## src/rtl/motor_seq_arbiter_if.sv

```systemverilog
`default_nettype none
// ============================================================================
//  Module      : motor_seq_arbiter_if
//  Description : Avalon-MM write-master bundle between the motor command
//                sequencer and the PWM register slave.
//                  s_cs        - chip select
//                  s_address   - register address (ADDR_W bits)
//                  s_write     - write strobe
//                  s_read      - read strobe (never used by the master)
//                  s_writedata - write data (DATA_W bits)
//                  waitrequest - slave stall, driven by the slave
//                Modports: master (sequencer side), slave (PWM side).
//  Revision    : 1.0 - initial release
// ============================================================================
interface motor_seq_arbiter_if #(
    parameter int DATA_W = 32,
    parameter int ADDR_W = 4
);
    logic              s_cs;
    logic [ADDR_W-1:0] s_address;
    logic              s_write;
    logic              s_read;
    logic [DATA_W-1:0] s_writedata;
    logic              waitrequest;

    modport master (
        output s_cs,
        output s_address,
        output s_write,
        output s_read,
        output s_writedata,
        input  waitrequest
    );

    modport slave (
        input  s_cs,
        input  s_address,
        input  s_write,
        input  s_read,
        input  s_writedata,
        output waitrequest
    );
endinterface
`default_nettype wire

```

## src/rtl/motor_seq_arbiter.sv

```systemverilog
`default_nettype none
// ============================================================================
//  Module      : motor_seq_arbiter
//  Description : Two-requester round-robin arbiter that turns a motor command
//                (high duration, period, control bits) into three Avalon-MM
//                register writes to a PWM slave: HIGH (addr 1), TOTAL (addr 0),
//                CTRL (addr 2), then pulses ack for the served requester.
//  Ports       : clk, reset      - clock, synchronous active-high reset
//                req[1:0]        - per-requester command request
//                ack[1:0]        - per-requester one-cycle completion pulse
//                high_dur0/1     - requested PWM high duration
//                total_dur0/1    - requested PWM period
//                ctrl0/1         - {fast_decay, forward, go}
//                bus             - Avalon-MM master modport
//                busy            - high while not IDLE
//                grant_id        - requester currently served
//  Options     : MOTOR_DUTY_CLAMP_EN - when defined, a high duration larger
//                than the period is clamped to the period before writing.
//  Revision    : 1.0 - initial release
// ============================================================================
module motor_seq_arbiter #(
    parameter int DATA_W = 32,
    parameter int ADDR_W = 4
) (
    input  wire logic              clk,
    input  wire logic              reset,
    input  wire logic [1:0]        req,
    output logic      [1:0]        ack,
    input  wire logic [DATA_W-1:0] high_dur0,
    input  wire logic [DATA_W-1:0] high_dur1,
    input  wire logic [DATA_W-1:0] total_dur0,
    input  wire logic [DATA_W-1:0] total_dur1,
    input  wire logic [2:0]        ctrl0,
    input  wire logic [2:0]        ctrl1,
    motor_seq_arbiter_if.master    bus,
    output logic                   busy,
    output logic                   grant_id
);

    typedef enum logic [2:0] {
        IDLE    = 3'd0,
        W_HIGH  = 3'd1,
        W_TOTAL = 3'd2,
        W_CTRL  = 3'd3,
        DONE    = 3'd4
    } state_t;

    localparam logic [ADDR_W-1:0] ADDR_TOTAL = ADDR_W'(0);
    localparam logic [ADDR_W-1:0] ADDR_HIGH  = ADDR_W'(1);
    localparam logic [ADDR_W-1:0] ADDR_CTRL  = ADDR_W'(2);

    state_t            state_q;
    logic              last_q;      // requester granted most recently
    logic              grant_q;
    logic [1:0]        ack_q;
    logic [DATA_W-1:0] total_q;
    logic [2:0]        ctrl_q;
    logic              cs_q;
    logic              write_q;
    logic [ADDR_W-1:0] addr_q;
    logic [DATA_W-1:0] wdata_q;

    logic              win_d;
    logic [DATA_W-1:0] high_sel_d;
    logic [DATA_W-1:0] total_sel_d;
    logic [2:0]        ctrl_sel_d;

    // Winner selection and operand mux; only consumed in IDLE.
    always_comb begin
        win_d = ~last_q;            // both requesting: the one not served last
        if (req == 2'b01) begin
            win_d = 1'b0;
        end else if (req == 2'b10) begin
            win_d = 1'b1;
        end
        high_sel_d  = win_d ? high_dur1  : high_dur0;
        total_sel_d = win_d ? total_dur1 : total_dur0;
        ctrl_sel_d  = win_d ? ctrl1      : ctrl0;
`ifdef MOTOR_DUTY_CLAMP_EN
        if (high_sel_d > total_sel_d) begin
            high_sel_d = total_sel_d;
        end
`endif
    end

    // Bus outputs are registered and loaded on the transition into each
    // state, so they line up with the state register. A stalled write
    // simply does not enter any branch, leaving state and outputs held.
    always_ff @(posedge clk) begin
        if (reset) begin
            state_q <= IDLE;
            last_q  <= 1'b1;        // favours requester 0 after reset
            grant_q <= 1'b0;
            ack_q   <= 2'b00;
            total_q <= '0;
            ctrl_q  <= 3'b000;
            cs_q    <= 1'b0;
            write_q <= 1'b0;
            addr_q  <= '0;
            wdata_q <= '0;
        end else begin
            ack_q <= 2'b00;
            case (state_q)
                IDLE: begin
                    if (|req) begin
                        grant_q <= win_d;
                        last_q  <= win_d;
                        total_q <= total_sel_d;
                        ctrl_q  <= ctrl_sel_d;
                        cs_q    <= 1'b1;
                        write_q <= 1'b1;
                        addr_q  <= ADDR_HIGH;
                        wdata_q <= high_sel_d;
                        state_q <= W_HIGH;
                    end
                end
                W_HIGH: begin
                    if (!bus.waitrequest) begin
                        addr_q  <= ADDR_TOTAL;
                        wdata_q <= total_q;
                        state_q <= W_TOTAL;
                    end
                end
                W_TOTAL: begin
                    if (!bus.waitrequest) begin
                        addr_q  <= ADDR_CTRL;
                        wdata_q <= {{(DATA_W-3){1'b0}}, ctrl_q};
                        state_q <= W_CTRL;
                    end
                end
                W_CTRL: begin
                    if (!bus.waitrequest) begin
                        cs_q           <= 1'b0;
                        write_q        <= 1'b0;
                        addr_q         <= '0;
                        wdata_q        <= '0;
                        ack_q[grant_q] <= 1'b1;
                        state_q        <= DONE;
                    end
                end
                DONE: begin
                    state_q <= IDLE;
                end
                default: begin
                    state_q <= IDLE;
                end
            endcase
        end
    end

    assign ack             = ack_q;
    assign busy            = (state_q != IDLE);
    assign grant_id        = grant_q;
    assign bus.s_cs        = cs_q;
    assign bus.s_write     = write_q;
    assign bus.s_read      = 1'b0;
    assign bus.s_address   = addr_q;
    assign bus.s_writedata = wdata_q;

endmodule
`default_nettype wire

```

## src/flat_wrapper.sv

```systemverilog
// flat-port wrapper written by rule: the top's interface ports become plain ports
module motor_seq_arbiter_flat 
#(
    parameter int DATA_W = 32,
    parameter int ADDR_W = 4
)
  (clk, reset, req, ack, high_dur0, high_dur1, total_dur0, total_dur1, ctrl0, ctrl1, busy, grant_id, bus_s_cs, bus_s_address, bus_s_write, bus_s_read, bus_s_writedata, bus_waitrequest);
  motor_seq_arbiter_if #(.DATA_W(DATA_W), .ADDR_W(ADDR_W)) bus_i ();
  input  wire logic clk;
  input  wire logic reset;
  input  wire logic [1:0] req;
  output logic      [1:0] ack;
  input  wire logic [DATA_W-1:0] high_dur0;
  input  wire logic [DATA_W-1:0] high_dur1;
  input  wire logic [DATA_W-1:0] total_dur0;
  input  wire logic [DATA_W-1:0] total_dur1;
  input  wire logic [2:0] ctrl0;
  input  wire logic [2:0] ctrl1;
  output logic busy;
  output logic grant_id;
  output wire logic [$bits(bus_i.s_cs)-1:0] bus_s_cs;
  output wire logic [$bits(bus_i.s_address)-1:0] bus_s_address;
  output wire logic [$bits(bus_i.s_write)-1:0] bus_s_write;
  output wire logic [$bits(bus_i.s_read)-1:0] bus_s_read;
  output wire logic [$bits(bus_i.s_writedata)-1:0] bus_s_writedata;
  input wire logic [$bits(bus_i.waitrequest)-1:0] bus_waitrequest;
  assign bus_s_cs = bus_i.s_cs;
  assign bus_s_address = bus_i.s_address;
  assign bus_s_write = bus_i.s_write;
  assign bus_s_read = bus_i.s_read;
  assign bus_s_writedata = bus_i.s_writedata;
  assign bus_i.waitrequest = bus_waitrequest;
  motor_seq_arbiter #(.DATA_W(DATA_W), .ADDR_W(ADDR_W)) u_core (.clk(clk), .reset(reset), .req(req), .ack(ack), .high_dur0(high_dur0), .high_dur1(high_dur1), .total_dur0(total_dur0), .total_dur1(total_dur1), .ctrl0(ctrl0), .ctrl1(ctrl1), .bus(bus_i), .busy(busy), .grant_id(grant_id));
endmodule
```

## config.mk

```make
export PLATFORM = sky130hd
export DESIGN_NAME = motor_seq_arbiter_flat
export DESIGN_NICKNAME = d
export VERILOG_FILES = /design/src/rtl/motor_seq_arbiter_if.sv /design/src/rtl/motor_seq_arbiter.sv /design/src/flat_wrapper.sv
export SDC_FILE = /design/constraint.sdc
export NUM_CORES = 1
export LEC_CHECK = 0
export ABC_AREA = 1
export CAP_MARGIN = 15
export CORE_MARGIN = 2
export CORE_UTILIZATION = 38
export DETAILED_ROUTE_END_ITERATION = 16
export PLACE_DENSITY = 0.69
export SLEW_MARGIN = 20
export SYNTH_ARGS = -nofsm -noshare
export SYNTH_HDL_FRONTEND = slang
export SYNTH_SLANG_ARGS = --single-unit
export TNS_END_PERCENT = 100
```

## constraint.sdc

```tcl
create_clock -name clk -period 3.2 [get_ports clk]
set_clock_uncertainty 0.2 [all_clocks]
set_input_delay 0.32 -clock clk [delete_from_list [all_inputs] [get_ports clk]]
set_output_delay 0.32 -clock clk [all_outputs]
set_load 0.05 [all_outputs]
```

== After elaboration in Yosys (flattened, before gate mapping) ==
Cells that the tools add are included.
W data, S select, Z words.

* Register bits: 79
* Bits in latches: 0
* RAM bits: 0
* Memory bits (read-only): 0
* Input bits: 139
* Output and inout bits: 43
* Word-level logic and storage cells: 61
* Memories kept: 0

* $add $sub $neg: 0
* Multiply operators: 0
* Divide/modulo/power cells: 0
* Order comparisons: 2
* Eq/ne operators: 10
* Shift operators: 0
* Multiplexer cells: 24
* Bitwise gates (word level): 2
* Reduce and logical (&&, ||, !) cells: 14

{| class="wikitable"
|+ Operators by type and width
! kind !! count
|-
| $mux W32 || 6
|-
| $pmux W32 S4 || 1
|-
| $mux W3 || 5
|-
| $mux W4 || 3
|-
| $pmux W3 S4 || 1
|-
| $pmux W4 S3 || 1
|-
| $ne A2 B2 Y1 const B || 4
|-
| $reduce_and A4 Y1 || 2
|-
| $eq A3 B2 Y1 const B || 2
|-
| $reduce_bool A3 Y1 || 2
|-
| $mux W1 || 5
|-
| $reduce_and A5 Y1 || 1
|-
| $reduce_bool A4 Y1 || 1
|-
| $reduce_or A2 Y1 || 2
|-
| $eq A3 B1 Y1 const B || 1
|-
| $logic_not A3 Y1 || 1
|-
| $reduce_and A3 Y1 || 1
|-
| $reduce_or A3 Y1 || 1
|-
| $eq A2 B1 Y1 const B || 1
|-
| $eq A2 B2 Y1 const B || 1
|-
| $lt A1 B2 Y1 const B || 1
|-
| $ne A2 B1 Y1 const B || 1
|-
| $not A1 Y1 || 2
|-
| $pmux W1 S2 || 1
|-
| 5 further kinds || 5
|}

== Longest topological paths before layout ==
Gate-level depths: netlist (run 1).

* Word-level depth: 6
* Mapped depth: 8
* Gate-level depth less buffers: 7

== Worst setup path before layout (run 1) ==
No wires, ideal clock.

* Path type: register to register
* From: register u_core.state_q[2]
* To: register u_core.ctrl_q[0]
* Setup time: 70 ps
* Arrival: 1,388 ps
* Data required time: 2,930 ps
* Setup slack: 1,541 ps
* Cell stages (with the launch flop): 8
* Buffers on the path: 2
* Period minus slack after synthesis: 1,659 ps
* Cells stage by stage: dfxtp_1 > nor2_4 > nand2_2 > nor2_2 > buf_4 > buf_6 > nand3_1 > a21oi_1

* Longest elaborated chain between the ends: 2

{| class="wikitable"
|+ RTL lines
! element !! line !! source
|-
| start: declaration || motor_seq_arbiter.sv:52 || <nowiki>state_t state_q;</nowiki>
|-
| start signal: assignment || motor_seq_arbiter.sv:91 || <nowiki>state_q <= IDLE;</nowiki>
|-
| start signal: assignment || motor_seq_arbiter.sv:114 || <nowiki>state_q <= W_HIGH;</nowiki>
|-
| start signal: assignment || motor_seq_arbiter.sv:121 || <nowiki>state_q <= W_TOTAL;</nowiki>
|-
| $logic_not A3 Y1 || motor_seq_arbiter.sv:103 || <nowiki>case (state_q)</nowiki>
|-
| $reduce_and A2 Y1 (no line) || -- ||
|-
| end signal: assignment || motor_seq_arbiter.sv:109 || <nowiki>ctrl_q <= ctrl_sel_d;</nowiki>
|-
| end: declaration || motor_seq_arbiter.sv:57 || <nowiki>logic [2:0] ctrl_q;</nowiki>
|}

No other way between the ends.
A chain may end at the register's enable or synchronous reset.

== Worst setup path after layout (run 1) ==
* From: register u_core.state_q[1]
* To: output port busy

* Longest elaborated chain between the ends: 1

{| class="wikitable"
|+ RTL lines
! element !! line !! source
|-
| $reduce_bool A3 Y1 || motor_seq_arbiter.sv:152 || <nowiki>assign busy = (state_q != IDLE);</nowiki>
|-
| end: declaration || flat_wrapper.sv:19 || <nowiki>output logic busy;</nowiki>
|}

No other way between the ends.

==> flow_metrics.py, run 1 <==
metrics = {
    "sta": {
        "finalSetupViolCount": 0,
        "rsz0062_at_grt": "no",
        "drv_slew": 0,
        "fin_tns_setup_ns": 0,
        "clock.fmax_mhz": 407.4,
        "hold_violations": 0,
        "min_period_ns": 2.455,
        "period_share_pct": 76.71,
        "worstMarginPinSlew_ns": 0.8698,
        "max_slew_margin_pct": 42.00,
        "fin_ws_ns": 0.7454,
    },
    "global_routing": {
        "grt_pass1_vias": 4759,
        "grt_overflow": 0,
        "grt_antenna_before_repair": 1,
        "grt_max_degree": 76,
        "grt_pass1_wl_um": 23450,
        "track_usage_pct": 22.16,
    },
    "placement": {
        "place.gp.congestion": 0.7985,
        "dp.cells": 1033,
        "pre_cts_ws_ns": 0.6568,
        "dpl.hpwl_um": 10490,
        "port_buffers": 178,
    },
    "cts": {
        "cts_inserted_buffers": 9,
        "cts_tree": "built",
        "clk_pin_slew_ns": 0.06,
        "cts.sinks": 77,
        "cts_setup_buffers": 0,
        "cts_root_buf": "clkbuf_16",
        "clk_latency_ns": 0.33,
        "htree_levels": 3,
        "clockBufferDepth": 2,
        "cts_hold_buf": 0,
        "postCtsResizedCells": 0,
    },
    "drt": {
        "drt_iter0_markers": 306,
        "viasPerCell": 4.885,
        "firstDrtPassIters": 5,
        "drc": 0,
        "highest-signal-layer": "met4",
        "wl_met2_um": 6623,
        "wl_per_cell_um": 14.05,
        "drt-met1-wl_um": 6949,
        "wl_met3_um": 838,
        "vias": 5129,
        "drtAntennaViolNets": 0,
        "wl_um": 14750,
    },
    "status": {
        "status": "finished clean",
    },
    "die": {
        "coreArea_um2": 12010,
        "ioPinCount": 182,
        "row_count": 40,
        "design.die.area_um2": 13170,
        "die_x_um": 114.7,
        "die_y_um": 114.7,
        "start_util_pct": 38.80,
    },
    "worst_setup_path": {
        "rr_worst_depth": 5,
        "worst_setup_path_end_kind": "primary output",
        "reg2reg_from": "u_core.state_q[1]",
        "cp_max_fo": 11,
        "cp.required_ns": 2.68,
        "start_kind": "register",
        "critical_path_class": "register to primary output",
        "rrSetupSlack_ns": 1.09,
        "r2r_end": "u_core.bus.s_writedata[1]",
        "cp.arrival_ns": 1.93,
    },
    "min_path": {
        "hold_class": "register to register",
        "hold_start": "u_core.bus.s_address[0]",
        "holdPathEnd": "u_core.bus.s_address[0]",
        "hold_depth": 2,
    },
    "power": {
        "vdd_ir_drop_max_v": 0.0002731,
        "total_leakage_power_nw": 3.012,
        "switching_share_pct": 41.35,
        "p_seq_share_pct": 29.0,
        "power_density_nw_per_um2": 660.8,
        "p_switching_mw": 1.853,
        "p_comb_share_pct": 46.0,
        "p_int_mw": 2.628,
        "p_clk_share_pct": 24.9,
    },
    "finish": {
        "area_growth_pct": 45.50,
        "drive_above_1_share_pct": 4.102,
        "utilization_pct": 56.46,
        "fin_cells": 1050,
        "layout.nets": 1036,
    },
    "synth": {
        "synth.distinct_cells": 24,
        "yosysWarnings": 0,
        "netlist_area_um2": 4661,
        "yosysSeqAreaShare_pct": 33.07,
        "synth.avg_cell_area_um2": 6.165,
        "synth_cells": 756,
        "synth-seq-cells": 77,
    },
    "flow_run": {
        "cap_violations": 0,
    },
}
## flip-flops by register name, summed over array words and instances, names as in the netlist
register / cells
u_core.ack: 2
u_core.bus.s_address: 2
u_core.bus.s_cs: 1
u_core.bus.s_writedata: 32
u_core.ctrl_q: 3
u_core.grant_id: 1
u_core.last_q: 1
u_core.state_q: 3
u_core.total_q: 32
## power groups by stage
stage	Clock [mW]	Sequential (mW)	Combinational (mW)
floorplan	0	1.69	1.03
global placement	0	1.32	2.06
detailed placement	0	1.32	2.07
CTS	1.13	1.30	2.08
global route	1.17	1.32	2.27
finish	1.12	1.30	2.06
## layout make-up
| cell class | count | area [um^2] |
|---|---|---|
| Multi-Input combinational cell | 538 | 2539 |
| Sequential cell | 77 | 1541 |
| Antenna cell | 1 | 2.502 |
| Fill cell | 1242 | 5230 |
| Inverter | 81 | 304.0 |
| Clock buffer | 11 | 242.7 |
| Timing Repair Buffer | 190 | 1884 |
| Clock inverter | 5 | 83.83 |
| Tap cell | 147 | 183.9 |
## layout by cell type, fill, tap and decap left out, types with 3 or more instances in the layout
| cell | n |
|---|---|
| a21oi_1 | 72 |
| buf_4 | 11 |
| clkbuf_16 | 9 |
| clkdlybuf4s50_1 | 178 |
| conb_1 | 3 |
| dfxtp_1 | 77 |
| inv_1 | 79 |
| nand2_1 | 214 |
| nand3_1 | 51 |
| nand3b_1 | 63 |
| nand4_1 | 29 |
| nor2_1 | 93 |
## cell families (layout without fill, tap and decap cells)
logic type             Yosys count  after routing  share of synthesized area, %
other                            1              4                       0.08046
and+or+nand+nor                457            457                         45.26
DFF                             77             77                         33.07
AOI/OAI and AO/OA               78             78                         8.483
buffers and inverters          143            287                         13.10
## layer usage
layer	global-route usage (%)	up-vias
met1	30.39	2269
met4	7.229	0
met3	2.847	23
met2	36.33	161
met5	0	-
li1	-	2676
## how the worst max path moves through the flow
stage / startpoint / to
after global routing: u_core.state_q[1] / busy
after global placement: req[0] / u_core.bus.s_writedata[11]
after detailed placement: req[0] / u_core.bus.s_writedata[21]
after CTS: u_core.state_q[1] / busy
final: u_core.state_q[1] / busy
after floorplan: u_core.state_q[2] / u_core.ctrl_q[0]
## cell usage after synthesis, drive strengths merged
cell type | count | share of area (%)
a21oi | 73 | 7.8
clkbuf | 24 | 1.9
o211ai | 1 | 0.16
nor2 | 96 | 8.0
clkinv | 1 | 0.080
nand2 | 217 | 18
o21a | 1 | 0.16
conb | 1 | 0.080
nand3 | 52 | 5.7
buf | 38 | 4.6
inv | 80 | 6.4
nand4 | 29 | 3.9
nand3b | 63 | 10
dfxtp | 77 | 33
o21ai | 3 | 0.32
## stage by stage
stage / hold WS [ns] / total power, mW / instance area [um^2]
2_1_floorplan: 0.2444 / 2.721 / 4668
3_3_place_gp: 0.2540 / 3.371 / 6452
3_5_place_dp: 0.2577 / 3.388 / 6452
4_1_cts: 0.2662 / 4.505 / 6779
5_1_grt: 0.2857 / 4.759 / 6782
6_report: 0.2623 / 4.481 / 6782
## critical path, cell delays in order (launching register included)
cell             delay (ns)
dfxtp_1                0.57
inv_1                  0.12
nand2_2                0.10
clkdlybuf4s50_1        0.80
Power figures use the tool's default switching activity.
==> run 2: changes to the inputs <==
--- a/config.mk
+++ b/config.mk
@@ -10,7 +10,7 @@
 export CORE_MARGIN = 2
 export CORE_UTILIZATION = 38
 export DETAILED_ROUTE_END_ITERATION = 16
-export PLACE_DENSITY = 0.69
+export PLACE_DENSITY = 0.72
 export SLEW_MARGIN = 20
 export SYNTH_ARGS = -nofsm -noshare
 export SYNTH_HDL_FRONTEND = slang
==> constraint.sdc (replaced) <==
create_clock -name clk -period 2 [get_ports clk]
set_clock_uncertainty 0.2 [all_clocks]
set_input_delay 0.2 -clock clk [delete_from_list [all_inputs] [get_ports clk]]
set_output_delay 0.2 -clock clk [all_outputs]
set_load 0.05 [all_outputs]
==> flow_metrics.py, run 2 (same netlist as run 1, synthesis figures left out) <==
metrics = {
    "drt": {
        "drt_iter0_markers": 254,
        "wl_um": 14440,
        "drtAntennaViolNets": 0,
        "vias": 5134,
        "viasPerCell": 4.821,
        "drc": 0,
        "firstDrtPassIters": 7,
        "wl_per_cell_um": 13.56,
    },
    "worst_setup_path": {
        "rrSetupSlack_ns": 0.24,
        "cp_num_cells": 1,
        "cp_max_fo": 3,
        "critical_path_class": "register to primary output",
        "cpPeakStageDelay_ns": 0.82,
        "crit_chain": "clkdlybuf4s50_1",
        "cp-endpoint": "bus_s_write",
        "reg2reg_from": "u_core.state_q[0]",
        "start_kind": "register",
        "crit_family": "buffers and inverters",
        "critPathBufInv": 1,
        "rr_worst_depth": 6,
        "r2r_end": "u_core.bus.s_writedata[9]",
        "critical-path-slowest-cell": "clkdlybuf4s50_1",
        "crit_path_start": "u_core.bus.s_cs",
        "cp.arrival_ns": 1.51,
        "cp.required_ns": 1.60,
        "worst_setup_path_end_kind": "primary output",
    },
    "sta": {
        "clock.fmax_mhz": 522.6,
        "min_period_ns": 1.913,
        "timing.hold.ws_ns": 0.2640,
        "finalSetupViolCount": 0,
        "fin_ws_ns": 0.08659,
        "max_slew_margin_pct": 63.47,
        "fin_tns_setup_ns": 0,
        "drv_slew": 0,
        "rsz0062_at_grt": "no",
        "worstMarginPinSlew_ns": 0.5462,
        "period_share_pct": 95.67,
        "hold_violations": 0,
    },
    "finish": {
        "fin_cells": 1065,
        "area_growth_pct": 50.34,
        "layout.nets": 1052,
        "drive_above_1_share_pct": 6.536,
        "diodes": 0,
        "fin_area_um2": 7007,
        "final_cell_mix": "nand2_1, clkdlybuf4s50_1, nor2_1, inv_1, dfxtp_1",
        "nFillCells": 1164,
        "layout_commonest_cell": "nand2_1",
    },
    "die": {
        "design.die.area_um2": 13170,
        "coreArea_um2": 12010,
        "ioPinCount": 182,
        "die_x_um": 114.7,
        "die_y_um": 114.7,
        "row_count": 40,
        "start_util_pct": 38.80,
    },
    "placement": {
        "port_buffers": 178,
        "pre_cts_ws_ns": 0.03427,
        "dpl.hpwl_um": 10650,
        "dp.cells": 1049,
        "placed_area_um2": 6700,
        "place.gp.congestion": 0.8452,
    },
    "cts": {
        "clockBufferDepth": 2,
        "cts_setup_buffers": 0,
        "postCtsResizedCells": 0,
        "cts_tree": "built",
        "cts_hold_buf": 0,
        "htree_levels": 3,
        "cts.sinks": 77,
        "cts_root_buf": "clkbuf_16",
        "clk_latency_ns": 0.34,
        "clk_pin_slew_ns": 0.07,
        "cts_inserted_buffers": 9,
    },
    "flow_run": {
        "cap_violations": 0,
    },
    "global_routing": {
        "grt_max_degree": 62,
        "grt_pass1_wl_um": 23540,
        "grt_pass1_vias": 4872,
        "grt_overflow": 0,
        "track_usage_pct": 22.13,
        "grt_antenna_before_repair": 0,
    },
    "min_path": {
        "hold_start": "u_core.total_q[22]",
        "hold_class": "register to register",
    },
    "status": {
        "status": "finished clean",
    },
    "power": {
        "power_density_nw_per_um2": 1041,
        "total_leakage_power_nw": 3.138,
        "vdd_ir_drop_max_v": 0.0005606,
    },
}
## run 2: where the power goes
part	internal [mW]	total, mW	switching (mW)
combinational	1.38	3.56	2.18
sequential	1.87	2.06	0.190
clock	0.984	1.67	0.689
total	4.24	7.29	3.06
## run 2: how the worst min path moves through the flow
stage	endpoint	cells past startpoint	slack (ns)
after detailed placement	u_core.total_q[27]	2	0.25
after floorplan	u_core.state_q[2]	3	0.20
final	u_core.total_q[22]	2	0.26
after global routing	u_core.total_q[24]	2	0.28
after CTS	u_core.total_q[27]	2	0.26
after global placement	u_core.total_q[3]	2	0.25
## run 2: cell type report
class	instances	area (um^2)	share of cell area (%)
clock buffers	9	225.2	3.214
clock inverters	7	81.33	1.161
inverters	81	304.0	4.339
multi-input cells	538	2544	36.30
flip-flops and latches	77	1541	22.00
well taps	147	183.9	2.625
repair buffers	206	2127	30.36
## run 2: worst min-delay path, stage by stage (launching register included)
cell     delay, ns
dfxtp_1       0.31
nand2_1       0.06
a21oi_1       0.05
## run 2: layer usage
metal | up-vias | routed length (um) | track usage, %
met5 | - | 0 | 0
met4 | 0 | 146 | 5.542
met3 | 11 | 861 | 2.847
met2 | 156 | 6529 | 37.04
met1 | 2259 | 6899 | 30.40
li1 | 2708 | - | -
## run 2: metrics by stage
stage	power (mW)	utilization (%)
after CTS	7.328	58.33
after floorplan	4.353	-
after global placement	5.618	55.78
after detailed placement	5.644	55.78
after global routing	7.779	58.33
final	7.293	58.33
